### src/rtl/ip_ttl_update.sv
// rtl/ip_ttl_update.sv - IPv4 TTL decrement with incremental checksum patch and TTL-expiry CPU redirect
// One registered AXI-Stream stage; rewrite is combinational on the accepted first beat.
module ip_ttl_update #(
   parameter int C_M_AXIS_DATA_WIDTH  = 256,
   parameter int C_S_AXIS_DATA_WIDTH  = 256,
   parameter int C_M_AXIS_TUSER_WIDTH = 128,
   parameter int C_S_AXIS_TUSER_WIDTH = 128,
   parameter int SRC_PORT_POS         = 16,
   parameter int DST_PORT_POS         = 24,
   parameter int C_S_AXI_DATA_WIDTH   = 32
) (
   input  logic                                AXI_ACLK,
   input  logic                                reset,
   input  logic [C_S_AXIS_DATA_WIDTH-1:0]      S_AXIS_TDATA,
   input  logic [C_S_AXIS_DATA_WIDTH/8-1:0]    S_AXIS_TSTRB,
   input  logic [C_S_AXIS_TUSER_WIDTH-1:0]     S_AXIS_TUSER,
   input  logic                                S_AXIS_TVALID,
   input  logic                                S_AXIS_TLAST,
   output logic                                S_AXIS_TREADY,
   output logic [C_M_AXIS_DATA_WIDTH-1:0]      M_AXIS_TDATA,
   output logic [C_M_AXIS_DATA_WIDTH/8-1:0]    M_AXIS_TSTRB,
   output logic [C_M_AXIS_TUSER_WIDTH-1:0]     M_AXIS_TUSER,
   output logic                                M_AXIS_TVALID,
   output logic                                M_AXIS_TLAST,
   input  logic                                M_AXIS_TREADY,
   input  logic                                clear_counters,
   output logic [C_S_AXI_DATA_WIDTH-1:0]       ttl_dec_count,
   output logic [C_S_AXI_DATA_WIDTH-1:0]       ttl_expire_count,
   output logic [C_S_AXI_DATA_WIDTH-1:0]       pkt_count
);

   typedef enum logic {ST_HDR, ST_PAYLOAD} state_t;

   state_t                              state_q, state_d;
   logic                                m_valid_q, m_valid_d;
   logic [C_M_AXIS_DATA_WIDTH-1:0]      m_tdata_q, m_tdata_d;
   logic [C_M_AXIS_DATA_WIDTH/8-1:0]    m_tstrb_q, m_tstrb_d;
   logic [C_M_AXIS_TUSER_WIDTH-1:0]     m_tuser_q, m_tuser_d;
   logic                                m_tlast_q, m_tlast_d;
   logic [C_S_AXI_DATA_WIDTH-1:0]       dec_cnt_q, dec_cnt_d;
   logic [C_S_AXI_DATA_WIDTH-1:0]       exp_cnt_q, exp_cnt_d;
   logic [C_S_AXI_DATA_WIDTH-1:0]       pkt_cnt_q, pkt_cnt_d;

   logic                                accept;
   logic                                to_cpu, is_ipv4, eligible, do_dec, do_expire, cpu_found;
   logic [7:0]                          ttl, src_port, cpu_port;
   logic [15:0]                         hc, hc_new;
   logic [16:0]                         csum;
   logic [C_S_AXIS_DATA_WIDTH-1:0]      tdata_mod;
   logic [C_S_AXIS_TUSER_WIDTH-1:0]     tuser_mod;

   assign S_AXIS_TREADY = !m_valid_q | M_AXIS_TREADY;
   assign accept        = S_AXIS_TVALID & S_AXIS_TREADY;

   always_comb begin
      ttl      = S_AXIS_TDATA[79:72];
      hc       = S_AXIS_TDATA[63:48];
      src_port = S_AXIS_TUSER[SRC_PORT_POS +: 8];
      // Odd destination bits are the CPU queues.
      to_cpu   = S_AXIS_TUSER[DST_PORT_POS+1] | S_AXIS_TUSER[DST_PORT_POS+3] |
                 S_AXIS_TUSER[DST_PORT_POS+5] | S_AXIS_TUSER[DST_PORT_POS+7];
      is_ipv4  = (S_AXIS_TDATA[159:144] == 16'h0800) & (S_AXIS_TDATA[143:140] == 4'd4);
      eligible = (state_q == ST_HDR) & is_ipv4 & !to_cpu;
      do_dec    = eligible & (ttl >= 8'd2);
      do_expire = eligible & (ttl == 8'd1);

      // RFC 1624 eqn 3: HC' = ~(~HC + ~m + m'), with TTL in the high byte giving -0x0100.
      csum   = {1'b0, ~hc} + 17'h0FEFF;
      hc_new = ~(csum[15:0] + {15'd0, csum[16]});

      cpu_port  = 8'd0;
      cpu_found = 1'b0;
      for (int k = 3; k >= 0; k--) begin
         if (src_port[2*k]) begin
            cpu_port  = 8'd1 << (2*k + 1);
            cpu_found = 1'b1;
         end
      end

      tdata_mod = S_AXIS_TDATA;
      tuser_mod = S_AXIS_TUSER;
      if (do_dec) begin
         tdata_mod[79:72] = ttl - 8'd1;
         tdata_mod[63:48] = hc_new;
      end
      if (do_expire && cpu_found) begin
         tuser_mod[DST_PORT_POS +: 8] = cpu_port;
      end
   end

   always_comb begin
      state_d   = state_q;
      m_valid_d = m_valid_q & !M_AXIS_TREADY;
      m_tdata_d = m_tdata_q;
      m_tstrb_d = m_tstrb_q;
      m_tuser_d = m_tuser_q;
      m_tlast_d = m_tlast_q;
      dec_cnt_d = dec_cnt_q;
      exp_cnt_d = exp_cnt_q;
      pkt_cnt_d = pkt_cnt_q;
      if (accept) begin
         state_d   = S_AXIS_TLAST ? ST_HDR : ST_PAYLOAD;
         m_valid_d = 1'b1;
         m_tdata_d = tdata_mod;
         m_tstrb_d = S_AXIS_TSTRB;
         m_tuser_d = tuser_mod;
         m_tlast_d = S_AXIS_TLAST;
         if (do_dec)       dec_cnt_d = dec_cnt_q + 1'b1;
         if (do_expire)    exp_cnt_d = exp_cnt_q + 1'b1;
         if (S_AXIS_TLAST) pkt_cnt_d = pkt_cnt_q + 1'b1;
      end
      if (clear_counters) begin
         dec_cnt_d = '0;
         exp_cnt_d = '0;
         pkt_cnt_d = '0;
      end
   end

   always_ff @(posedge AXI_ACLK) begin
      if (reset) begin
         state_q   <= ST_HDR;
         m_valid_q <= 1'b0;
         m_tdata_q <= '0;
         m_tstrb_q <= '0;
         m_tuser_q <= '0;
         m_tlast_q <= 1'b0;
         dec_cnt_q <= '0;
         exp_cnt_q <= '0;
         pkt_cnt_q <= '0;
      end else begin
         state_q   <= state_d;
         m_valid_q <= m_valid_d;
         m_tdata_q <= m_tdata_d;
         m_tstrb_q <= m_tstrb_d;
         m_tuser_q <= m_tuser_d;
         m_tlast_q <= m_tlast_d;
         dec_cnt_q <= dec_cnt_d;
         exp_cnt_q <= exp_cnt_d;
         pkt_cnt_q <= pkt_cnt_d;
      end
   end

   assign M_AXIS_TVALID    = m_valid_q;
   assign M_AXIS_TDATA     = m_tdata_q;
   assign M_AXIS_TSTRB     = m_tstrb_q;
   assign M_AXIS_TUSER     = m_tuser_q;
   assign M_AXIS_TLAST     = m_tlast_q;
   assign ttl_dec_count    = dec_cnt_q;
   assign ttl_expire_count = exp_cnt_q;
   assign pkt_count        = pkt_cnt_q;

endmodule

### config.mk
export PLATFORM = sky130hd
export DESIGN_NAME = ip_ttl_update
export DESIGN_NICKNAME = d
export VERILOG_FILES = /design/src/rtl/ip_ttl_update.sv
export SDC_FILE = /design/constraint.sdc
export NUM_CORES = 1
export LEC_CHECK = 0
export BUFFER_PORTS_ARGS = -buffer_cell sky130_fd_sc_hd__buf_2
export CORE_AREA = 2 2 362 364
export CTS_CLUSTER_DIAMETER = 100
export DETAILED_ROUTE_END_ITERATION = 12
export DIE_AREA = 0 0 364 366
export HOLD_SLACK_MARGIN = 0.03
export PLACE_DENSITY = 0.35
export SLEW_MARGIN = 15
export SYNTH_ARGS = -nofsm -noshare
export SYNTH_HDL_FRONTEND = slang
export SYNTH_SLANG_ARGS = --single-unit
### constraint.sdc
create_clock -name AXI_ACLK -period 3.5 [get_ports AXI_ACLK]
set_input_delay 0.525 -clock AXI_ACLK [delete_from_list [all_inputs] [get_ports AXI_ACLK]]
set_output_delay 0.525 -clock AXI_ACLK [all_outputs]
set_load 0.05 [all_outputs]
### Word level (Yosys, flattened, before mapping)

Cells that the tools add are included.

* register bits after elaboration: 515
* input port bits: 422
* output and inout port bits: 515
* logic and storage cells: 54

* add/subtract/negate cells: 6
* order comparisons: 1
* eq/ne operators: 3
* mux-type cells: 13
* bitwise gates (word level): 14
* reductions and logical operators: 8

Operators with widths (count)
* 32-bit by 1-bit adder with 32-bit output (second input constant): 3
* 8-bit two-way mux: 6
* 16-bit inverter: 2
* 16-bit by 16-bit adder with 17-bit output (second input constant): 1
* 16-bit by 1-bit adder with 16-bit output: 1
* 16-bit by 12-bit == test with 1-bit output (second input constant): 1
* 16-bit two-way mux: 1
* 8-bit by 1-bit == test with 1-bit output (second input constant): 1
* 8-bit by 2-bit >= comparator with 1-bit output (second input constant): 1
* 8-bit by 1-bit subtractor with 8-bit output (second input constant): 1
* 1-bit bitwise AND: 7
* 1-bit two-way mux: 6
* 2-bit AND reduction: 3
* 4-bit by 3-bit == test with 1-bit output (second input constant): 1
* 1-bit OR: 4
* 1-bit zero test: 3
* 2-bit OR reduction: 1
* 1-bit logical AND: 1
* 1-bit inverter: 1

### Logic depth before layout (Yosys ltp)

Gate-level depths: netlist of the first run.

* depth in word-level cells: 8
* gate-level depth with buffers: 13
* gate-level depth less buffers: 12

### Worst setup path before layout of the first run

No wires, ideal clock.

* kind: input-to-reg
* start: in S_AXIS_TDATA[48]
* end: reg m_tdata_q[55], in the netlist M_AXIS_TDATA[55]
* library setup time: 0.086 ns
* arrival: 2.820 ns
* data required time: 3.414 ns
* setup slack: 0.594 ns
* stages: 13
* buffers on the path: 2
* cells stage by stage: ha_1 -> buf_2 -> nand2_1 -> o31ai_1 -> nand4_1 -> ha_1 -> nor2b_1 -> and3_1 -> buf_2 -> and3_1 -> o221ai_1 -> xor2_1 -> a211oi_1

* cells in the longest elaborated chain, start to end: 5

RTL lines
* start, declared: line 14 `input logic [C_S_AXIS_DATA_WIDTH-1:0] S_AXIS_TDATA,`
* 16-bit inverter: line 68 `csum = {1'b0, ~hc} + 17'h0FEFF;`
* 16-bit by 16-bit adder with 17-bit output: line 68
* 16-bit by 1-bit adder with 16-bit output: line 69 `hc_new = ~(csum[15:0] + {15'd0, csum[16]});`
* 16-bit inverter: line 69
* 16-bit two-way mux: line 82 `if (do_dec) begin`
* end signal, assigned: line 133 `m_tdata_q <= m_tdata_d;`
* end, declared: line 36 `logic [C_M_AXIS_DATA_WIDTH-1:0] m_tdata_q, m_tdata_d;`

No other way between the ends.
A chain may end at the register's enable or synchronous reset.

### Worst setup path in the final report of the first run

* start: reg pkt_cnt_q[3], in the netlist pkt_count[3]
* end: reg pkt_cnt_q[31], in the netlist pkt_count[31]

* cells in the longest elaborated chain, start to end: 1

RTL lines
* start, declared: line 42 `logic [C_S_AXI_DATA_WIDTH-1:0] pkt_cnt_q, pkt_cnt_d;`
* start signal, assigned: line 139 `pkt_cnt_q <= pkt_cnt_d;`
* 32-bit by 1-bit adder with 32-bit output: line 110 `if (S_AXIS_TLAST) pkt_cnt_d = pkt_cnt_q + 1'b1;`

No other way between the ends.

==> flow_metrics.py, run 1 <==
metrics = {
    "drt": {
        "drt_iter0_markers": 1105,
        "firstDrtPassIters": 5,
        "dr_total_vias": 20090,
        "final_antenna_net_count": 0,
        "via_per_inst": 3.889,
        "drt_wl_total_um": 96030,
        "routedWlPerCell_um": 18.59,
        "drc_errors": 0,
    },
    "floorplan": {
        "rows": 132,
        "core_um2": 129000,
        "start_util_pct": 15.25,
        "dieArea_um2": 133200,
        "die_h_um": 366,
        "dieWidth_um": 364,
        "ios": 937,
    },
    "global_route": {
        "antenna_found_initial": 43,
        "grt_pass1_vias": 19360,
        "grt_pass1_wl_um": 136300,
        "grt_usage_pct": 13.82,
        "overflow": 0,
        "grt_max_degree": 131,
    },
    "flow_run": {
        "drv_cap": 0,
    },
    "finish": {
        "final_layout_size_suffix_gt1_share_pct": 32.60,
        "final_util_pct": 22.27,
        "fin_nets": 3785,
        "regArea_um2": 10310,
        "multiInputGateArea_um2": 8681,
        "area_delta_synth_final_pct": 46.04,
        "nFillCells": 14740,
    },
    "placement": {
        "dpl.hpwl_um": 72940,
        "portBuffers": 936,
        "gp_congestion": 0.8246,
    },
    "critical_path": {
        "cp_cell_sequence": "and4_1, nand4_1, nor4_1, nand4_1, or3_1, a21oi_1",
        "crit_top_cell": "nand4_1",
        "cpPeakStageDelay_ns": 0.47,
        "arrival_ns": 3.01,
        "startpoint_type": "flop",
        "required_ns": 4.07,
        "endpoint_kind": "flop",
        "cp_top_family": "simple AND/OR/NAND/NOR gates",
        "cp_slowest_cell": "or3_1",
        "path_buf_inv": 0,
        "path_class": "flop to flop",
        "path_max_fanout": 10,
    },
    "synth": {
        "synth_top_area_share_pct": 52.41,
        "yosys_warnings": 0,
        "syn_nets": 2891,
        "ys_types": 65,
        "netlist_instances": 2460,
        "synthTopCellsByArea": "dfxtp_1 52%, nand2_1 16%, a21oi_1 10%",
        "async_flop_share_pct": 0,
        "synthFlopType": "dfxtp_1",
        "seq_area_frac_synth_pct": 52.41,
        "ys_seq_elements": 515,
        "syn_avg_cell_area_um2": 7.997,
        "synth_edf_count": 0,
        "yosysMostFrequentCell": "nand2_1",
        "yosys.area.top_type": "dfxtp_1",
        "syn_area_um2": 19670,
        "synth_common_cells": "832 x nand2_1, 515 x dfxtp_1, 411 x a21oi_1",
    },
    "outcome": {
        "status": "finished, final reports clean",
    },
    "cts": {
        "cts_root_buf": "clkbuf_16",
        "cts_buffer_depth": 3,
        "cts_setup_buffers": 0,
        "cts.sinks": 515,
        "cts_tree": "done",
        "clk_latency_ns": 0.64,
        "htreeDepth": 3,
        "numCtsBuffers": 70,
        "path_clk_slew_ns": 0.06,
    },
    "timing": {
        "rsz0062_at_grt": "false",
        "setup_viol": 0,
        "finalCritPeriodShare_pct": 69.65,
        "drv_slew": 0,
        "skew_ns": 0.01954,
        "tightest_slew_ns": 0.8645,
        "fin_crit_ns": 2.438,
        "max_slew_margin_pct": 42.37,
        "final-hold-violation-count": 0,
        "fin_setup_tns_ns": 0,
        "max_freq_mhz": 410.2,
    },
    "pwr": {
        "power_leakage_nw": 12.73,
        "total_power_mw": 15.87,
        "ir_drop_v": 0.0002824,
        "p_per_area_nw_per_um2": 552.3,
    },
    "worst_hold_path": {
        "hold_class": "input pin to flop",
    },
}
per-stage QoR:
| stage | instance area (µm²) | worst slack, ns | hold slack (ns) | std cells |
|---|---|---|---|---|
| after floorplan | 19670 | 0.5944 | 0.5167 | 2460 |
| after global placement | 26440 | 0.4926 | 0.4389 | 5023 |
| after detailed placement | 26440 | 0.4412 | 0.4436 | 5023 |
| after CTS | 28680 | 0.9553 | 0.03014 | 5144 |
| after global routing | 28720 | 0.7004 | 0.05175 | 5160 |
| final | 28730 | 1.062 | 0.1071 | 5165 |
per-layer routing:
metal	global-route usage, %	wire, µm	up-vias
met2	23.25	46540	667
met1	15.60	38330	9367
met4	4.716	2298	4
met3	5.781	8840	149
met5	0	25	-
li1	-	-	9899
layout make-up:
class / instances / area share [%]
clock inverter: 16 / 0.6228
sequential: 515 / 35.89
multi-input combinational: 1766 / 30.22
inverter: 16 / 0.2090
timing repair buffer: 985 / 18.15
tap: 1742 / 7.586
antenna: 21 / 0.1829
clock buffer: 104 / 7.147
worst register-to-register path: stages, from the launching register on:
cell and delay (ns):
dfxtp_1 0.43, and4_1 0.30, nand4_1 0.20, nor4_1 0.42, nand4_1 0.42, or3_1 0.47
a21oi_1 0.14
flip-flops by register name, indices dropped and copies added (netlist names):
name	flops
M_AXIS_TSTRB	32
M_AXIS_TDATA	256
state_q	1
pkt_count	32
M_AXIS_TLAST	1
M_AXIS_TUSER	128
M_AXIS_TVALID	1
ttl_dec_count	32
ttl_expire_count	32
cells by family after synthesis:
group | Yosys count | synth area share, %
simple gates | 1165 | 25.26
buf+inv | 179 | 3.530
fa+ha+maj | 9 | 0.5724
compound gates | 480 | 13.23
xor+xnor | 110 | 4.897
flops | 515 | 52.41
mux | 2 | 0.1081
cells in the final DEF, fill, tap and decap left out, types with 5 or more instances in the layout:
| cell type | count |
|---|---|
| o21ai_0 | 10 |
| xor2_1 | 74 |
| nand3_1 | 46 |
| ha_1 | 9 |
| a211oi_1 | 21 |
| clkbuf_8 | 11 |
| and2_1 | 9 |
| and3_1 | 23 |
| nor3_1 | 9 |
| a21oi_1 | 411 |
| dfxtp_1 | 515 |
| nor2_1 | 150 |
| o211ai_1 | 5 |
| clkbuf_16 | 73 |
| buf_2 | 935 |
| xnor2_1 | 36 |
| nor4_1 | 7 |
| nand2b_1 | 5 |
| nor4_4 | 7 |
| clkbuf_1 | 20 |
| and4_1 | 12 |
| buf_12 | 12 |
| or3_1 | 13 |
| nand2_1 | 831 |
| nand4_1 | 24 |
| buf_4 | 36 |
| inv_1 | 16 |
| diode_2 | 21 |
power breakdown:
part	switching (mW)	internal (mW)	total, mW	leakage, nW
sequential	0.144	6.15	6.30	4.22
combinational	1.89	0.612	2.50	7.43
clock	2.86	4.21	7.07	1.08
final timing paths:
check,from,end,slack (ns),cells after the start
worst max-delay path,pkt_count[3]$_SDFFE_PP0P_,pkt_count[31]$_SDFFE_PP0P_,1.06,6
worst min-delay path,S_AXIS_TSTRB[15],M_AXIS_TSTRB[15]$_SDFFE_PP0P_,0.11,3
worst max register to register,pkt_count[3]$_SDFFE_PP0P_,pkt_count[31]$_SDFFE_PP0P_,1.06,6
worst min register to register,M_AXIS_TDATA[90]$_SDFFE_PP0P_,M_AXIS_TDATA[90]$_SDFFE_PP0P_,0.45,2
timing repair:
item / 4_1_cts / 5_1_grt
resized for setup: 0 / 0
hold endpoints to repair: 1 / 0
hold buffers: 1 / 0
Power figures use the tool's default switching activity.
==> run 2: changes to the inputs <==
- clock period: 3.5 -> 2.25 ns (I/O delays scaled with it)
==> run 2 against run 1 <==
  * Final area up 19%
  * Utilization increased by 4.1 points
  * Final cell count rose by 9.9%
  * Via count is 9.1% higher
  * Die area unchanged
==> flow_metrics.py, run 2 (synthesis results as in run 1) <==
metrics = {
    "outcome": {
        "status": "finished, final reports clean",
    },
    "placement": {
        "placed_cell_area_um2": 27560,
        "gp_congestion": 0.8053,
        "dpl.hpwl_um": 75990,
        "portBuffers": 936,
    },
    "finish": {
        "largest_reg_flops": 256,
        "final_layout_size_suffix_gt1_share_pct": 32.68,
        "fin_nets": 4292,
        "layout_common_cells": "928 x buf_2, 828 x nand2_1, 501 x dfxtp_1",
        "fin_area_um2": 34070,
        "area_delta_synth_final_pct": 73.16,
        "layout_commonest_cell": "buf_2",
    },
    "drt": {
        "routedWlPerCell_um": 17.52,
        "dr_total_vias": 21910,
        "firstDrtPassIters": 4,
        "via_per_inst": 3.861,
        "drc_errors": 0,
        "drt_wl_total_um": 99450,
        "drt_iter0_markers": 1075,
        "final_antenna_net_count": 0,
    },
    "timing": {
        "finalCritPeriodShare_pct": 96.27,
        "setup_viol": 0,
        "drv_slew": 0,
        "skew_ns": 0.03559,
        "tightest_slew_ns": 0.6444,
        "max_freq_mhz": 461.7,
        "fin_crit_ns": 2.166,
        "final-hold-violation-count": 0,
        "fin_setup_tns_ns": 0,
        "max_slew_margin_pct": 57.04,
    },
    "cts": {
        "htreeDepth": 3,
        "numCtsBuffers": 73,
        "cts_root_buf": "clkbuf_16",
        "cts_tree": "done",
        "clk_latency_ns": 0.65,
        "cts.sinks": 515,
        "cts_buffer_depth": 3,
        "path_clk_slew_ns": 0.06,
    },
    "critical_path": {
        "reg2reg_from": "M_AXIS_TVALID$_SDFF_PP0_",
        "required_ns": 2.78,
        "startpoint_type": "input pin",
        "r2r_cells": 7,
        "critPathLaunch": "S_AXIS_TDATA[78]",
        "path_class": "input pin to flop",
        "endpoint_kind": "flop",
        "path_max_fanout": 5,
        "arrival_ns": 2.70,
    },
    "worst_hold_path": {
        "hold_class": "input pin to flop",
        "min_from": "S_AXIS_TDATA[142]",
        "hold_path_depth": 4,
    },
    "floorplan": {
        "rows": 132,
        "core_um2": 129000,
        "ios": 937,
        "dieArea_um2": 133200,
        "die_h_um": 366,
        "start_util_pct": 15.25,
        "dieWidth_um": 364,
    },
    "global_route": {
        "overflow": 0,
        "grt_pass1_vias": 22400,
        "grt_max_degree": 113,
        "antenna_found_initial": 17,
        "grt_usage_pct": 14.35,
        "grt_pass1_wl_um": 144400,
    },
    "pwr": {
        "p_per_area_nw_per_um2": 775.0,
        "ir_drop_v": 0.0004724,
        "power_leakage_nw": 15.16,
    },
    "flow_run": {
        "drv_cap": 0,
    },
}
## run 2: worst paths after layout
check | endpoint | slack (ns)
worst min-delay path | M_AXIS_TDATA[142]$_SDFFE_PP0P_ | 0.13
worst max register to register | M_AXIS_TDATA[240]$_SDFFE_PP0P_ | 0.19
worst min register to register | M_AXIS_TUSER[55]$_SDFFE_PP0P_ | 0.45
worst max-delay path | ttl_expire_count[29]$_SDFFE_PP0P_ | 0.08
## run 2: metal layers
layer / vias to the layer above / track usage (%) / share of wire (%)
li1: 10950 / - / -
met1: 10150 / 16.38 / 41
met3: 159 / 5.073 / 8.4
met2: 655 / 24.03 / 48
met4: 2 / 6.192 / 3.3
met5: - / 0 / 0.013
## run 2: final cells by class
type / count / area [µm²]
multi-input cells: 1766 / 8850
clock buffers: 104 / 2145
repair buffers: 1489 / 10150
flip-flops and latches: 515 / 10330
diodes: 16 / 40.04
well taps: 1742 / 2180
inverters: 16 / 60.06
clock inverters: 27 / 310.3
fillers: 14260 / 94920
## run 2: repair_timing
action,CTS,global route
hold buffers,391,0
gates resized for setup,0,24
endpoints found under the setup margin,21,71
setup buffers,1,2
pin swaps,4,14
endpoints found under the hold margin,392,0
## run 2: worst max-delay path, cell delays in order
cell and delay [ns]:
dlygate4sd3_1 0.54, buf_2 0.17, nor4_4 0.34, nand3_2 0.15, or3_4 0.38, nor4_4 0.27, buf_4 0.17, nand4_1 0.11
xor2_1 0.17, nor2_1 0.06
## run 2: through the flow
stage	hold slack (ns)	total power [mW]	cells	setup WS [ns]	utilization, %
final	0.1256	26.40	5675	0.08391	26.41
after global routing	0.09415	27.61	5674	-0.01965	26.41
after CTS	0.04079	26.96	5663	0.001986	26.31
after detailed placement	0.4430	14.14	5140	-0.3189	21.36
after global placement	0.4393	14.14	5140	-0.3516	21.36
after floorplan	0.4594	12.51	2460	-0.06223	-
## run 2: where the power goes
group          leakage [nW]  switching [mW]  internal [mW]
combinational          9.71            3.16           1.55
clock                  1.21            4.75           7.15
sequential             4.23           0.224           9.57
==> run 3: changes to the inputs <==
- BUFFER_PORTS_ARGS: -buffer_cell sky130_fd_sc_hd__buf_2 -> not set
- CORE_AREA: 2 2 362 364 -> 2 2 361 363
- DIE_AREA: 0 0 364 366 -> 0 0 363 365
- DONT_BUFFER_PORTS: not set -> 1
- PLACE_DENSITY: 0.35 -> 0.3
==> run 3 against run 2 <==
  * Largest power group unchanged
  * Clock skew shrank 0.0088 ns
  * The run now ends with hold timing left
  * Combinational power decreased by 53%
  * Final cell count is 15% lower
  * Non-clock buffer count is 757 lower
  * Final area shrank 9.3%
  * Sequential power rose by 17%
  * Utilization is 2.4 points lower
  * Sequential share of layout area grew 3.1 points
  * Via count down 12%
  * Global-route usage fell by 1.4 points
  * Clock-buffer cell count is 7 lower
  * Critical path depth is 1 lower
==> flow_metrics.py, run 3 (synthesis results as in run 1) <==
metrics = {
    "outcome": {
        "status": "complete, but fails checks",
        "failed_checks": "hold timing",
    },
    "cts": {
        "cts_tree": "done",
        "path_clk_slew_ns": 0.06,
        "numCtsBuffers": 71,
        "clk_latency_ns": 0.65,
        "htreeDepth": 3,
        "cts_buffer_depth": 3,
        "cts.sinks": 515,
        "cts_root_buf": "clkbuf_16",
    },
    "global_route": {
        "antenna_found_initial": 3,
        "grt_pass1_vias": 19500,
        "overflow": 0,
        "grt_usage_pct": 12.98,
        "grt_max_degree": 422,
        "grt_pass1_wl_um": 129600,
    },
    "timing": {
        "fin_crit_ns": 2.187,
        "setup_viol": 0,
        "drv_slew": 0,
        "max_slew_margin_pct": 22.51,
        "rsz0062_at_grt": "true",
        "hold_slack_ns": -0.2196,
        "skew_ns": 0.02682,
        "finalCritPeriodShare_pct": 97.19,
        "max_freq_mhz": 457.3,
        "final-hold-violation-count": 77,
        "tightest_slew_ns": 1.162,
    },
    "floorplan": {
        "dieArea_um2": 132500,
        "ios": 937,
        "die_h_um": 365,
        "rows": 132,
        "start_util_pct": 15.29,
        "dieWidth_um": 363,
        "core_um2": 128700,
    },
    "finish": {
        "fin_nets": 3533,
        "nFillCells": 14150,
        "largest_reg_flops": 256,
        "layout_common_cells": "823 x nand2_1, 531 x dlygate4sd3_1, 501 x dfxtp_1",
        "layout_commonest_cell": "nand2_1",
        "final_layout_size_suffix_gt1_share_pct": 12.12,
        "final_util_pct": 24.00,
        "regArea_um2": 10330,
        "area_delta_synth_final_pct": 56.97,
        "multiInputGateArea_um2": 8831,
    },
    "drt": {
        "drt_wl_total_um": 93350,
        "via_per_inst": 4.006,
        "dr_total_vias": 19370,
        "routedWlPerCell_um": 19.31,
        "drt_iter0_markers": 929,
        "final_antenna_net_count": 0,
        "firstDrtPassIters": 7,
        "drc_errors": 0,
    },
    "worst_hold_path": {
        "holdPathEnd": "M_AXIS_TUSER[36]$_SDFFE_PP0P_",
        "hold_class": "input pin to flop",
        "min_from": "reset",
        "hold_path_depth": 1,
    },
    "critical_path": {
        "path_class": "flop to flop",
        "rr_endpoint": "ttl_expire_count[29]$_SDFFE_PP0P_",
        "path_max_fanout": 5,
        "required_ns": 2.84,
        "startpoint_type": "flop",
        "arrival_ns": 2.77,
        "endpoint_kind": "flop",
        "reg2reg_from": "state_q$_SDFFE_PP0P_",
        "rrSetupSlack_ns": 0.06,
        "r2r_cells": 9,
    },
    "pwr": {
        "power_leakage_nw": 11.98,
        "total_power_mw": 25.66,
        "ir_drop_v": 0.0004481,
        "p_per_area_nw_per_um2": 830.8,
    },
    "placement": {
        "portBuffers": 0,
        "gp_congestion": 0.7737,
        "dpl.hpwl_um": 66450,
    },
    "flow_run": {
        "drv_cap": 0,
    },
}
==> run 3: where the power goes <==
group / switching, mW / internal (mW) / total (mW)
Clock: 4.70 / 7.26 / 12.0
Sequential: 1.93 / 9.57 / 11.5
Combinational: 1.08 / 1.12 / 2.20
==> run 3: critical path: stages, from the launching register on <==
cell and delay, ns:
dfxtp_2 0.33, nor4_4 0.12, buf_4 0.18, buf_6 0.10, nand4_4 0.10, or3_4 0.45
nor4_4 0.40, nand4_1 0.15, xor2_1 0.18, nor2_1 0.10
==> run 3: layer usage <==
| layer | part of all wire (%) | global-route usage, % | vias to the layer above |
|---|---|---|---|
| met1 | 38 | 14.11 | 9219 |
| met5 | 0.014 | 0 | - |
| met3 | 9.8 | 5.400 | 91 |
| met2 | 51 | 22.90 | 656 |
| li1 | - | - | 9400 |
| met4 | 1.8 | 3.913 | 2 |
==> run 3: timing repair <==
action / in CTS / in global routing
pin swaps: 9 / 11
hold buffers: 513 / 18
setup buffers: 2 / 5
endpoints found under the setup margin: 19 / 187
endpoints found under the hold margin: 434 / 166
gates cloned: 0 / 2
gates resized for setup: 9 / 24
==> run 3: worst max path at each step <==
stage	endpoint	slack, ns	start
CTS	ttl_expire_count[21]$_SDFFE_PP0P_	-0.02	state_q$_SDFFE_PP0P_
finish	ttl_expire_count[29]$_SDFFE_PP0P_	0.06	state_q$_SDFFE_PP0P_
global route	ttl_expire_count[29]$_SDFFE_PP0P_	-0.06	state_q$_SDFFE_PP0P_
global placement	ttl_expire_count[29]$_SDFFE_PP0P_	-0.32	S_AXIS_TDATA[140]
detailed placement	ttl_expire_count[29]$_SDFFE_PP0P_	-0.30	S_AXIS_TDATA[140]
floorplan	M_AXIS_TDATA[56]$_SDFFE_PP0P_	-0.06	S_AXIS_TDATA[48]
==> run 3: layout make-up <==
type / count / area share [%]
Sequential cell: 515 / 33.44
Multi-Input combinational cell: 1766 / 28.60
Timing Repair Buffer: 732 / 22.94
Tap cell: 1675 / 6.787
Clock buffer: 97 / 6.661
Clock inverter: 33 / 1.365
Inverter: 16 / 0.1945
Antenna cell: 1 / 0.008103
==> run 3: metrics by stage <==
stage	cells	setup WS (ns)	hold WS (ns)	area (µm²)	setup TNS, ns
2_1_floorplan	2460	-0.06223	0.4594	19790	-0.1144
3_3_place_gp	4165	-0.3241	0.4466	22840	-8.456
3_5_place_dp	4165	-0.3014	0.4462	22840	-7.282
4_1_cts	4809	-0.01562	-0.2973	30490	-0.03181
5_1_grt	4834	-0.06304	-0.2802	30880	-0.3340
6_report	4835	0.06323	-0.2196	30880	0
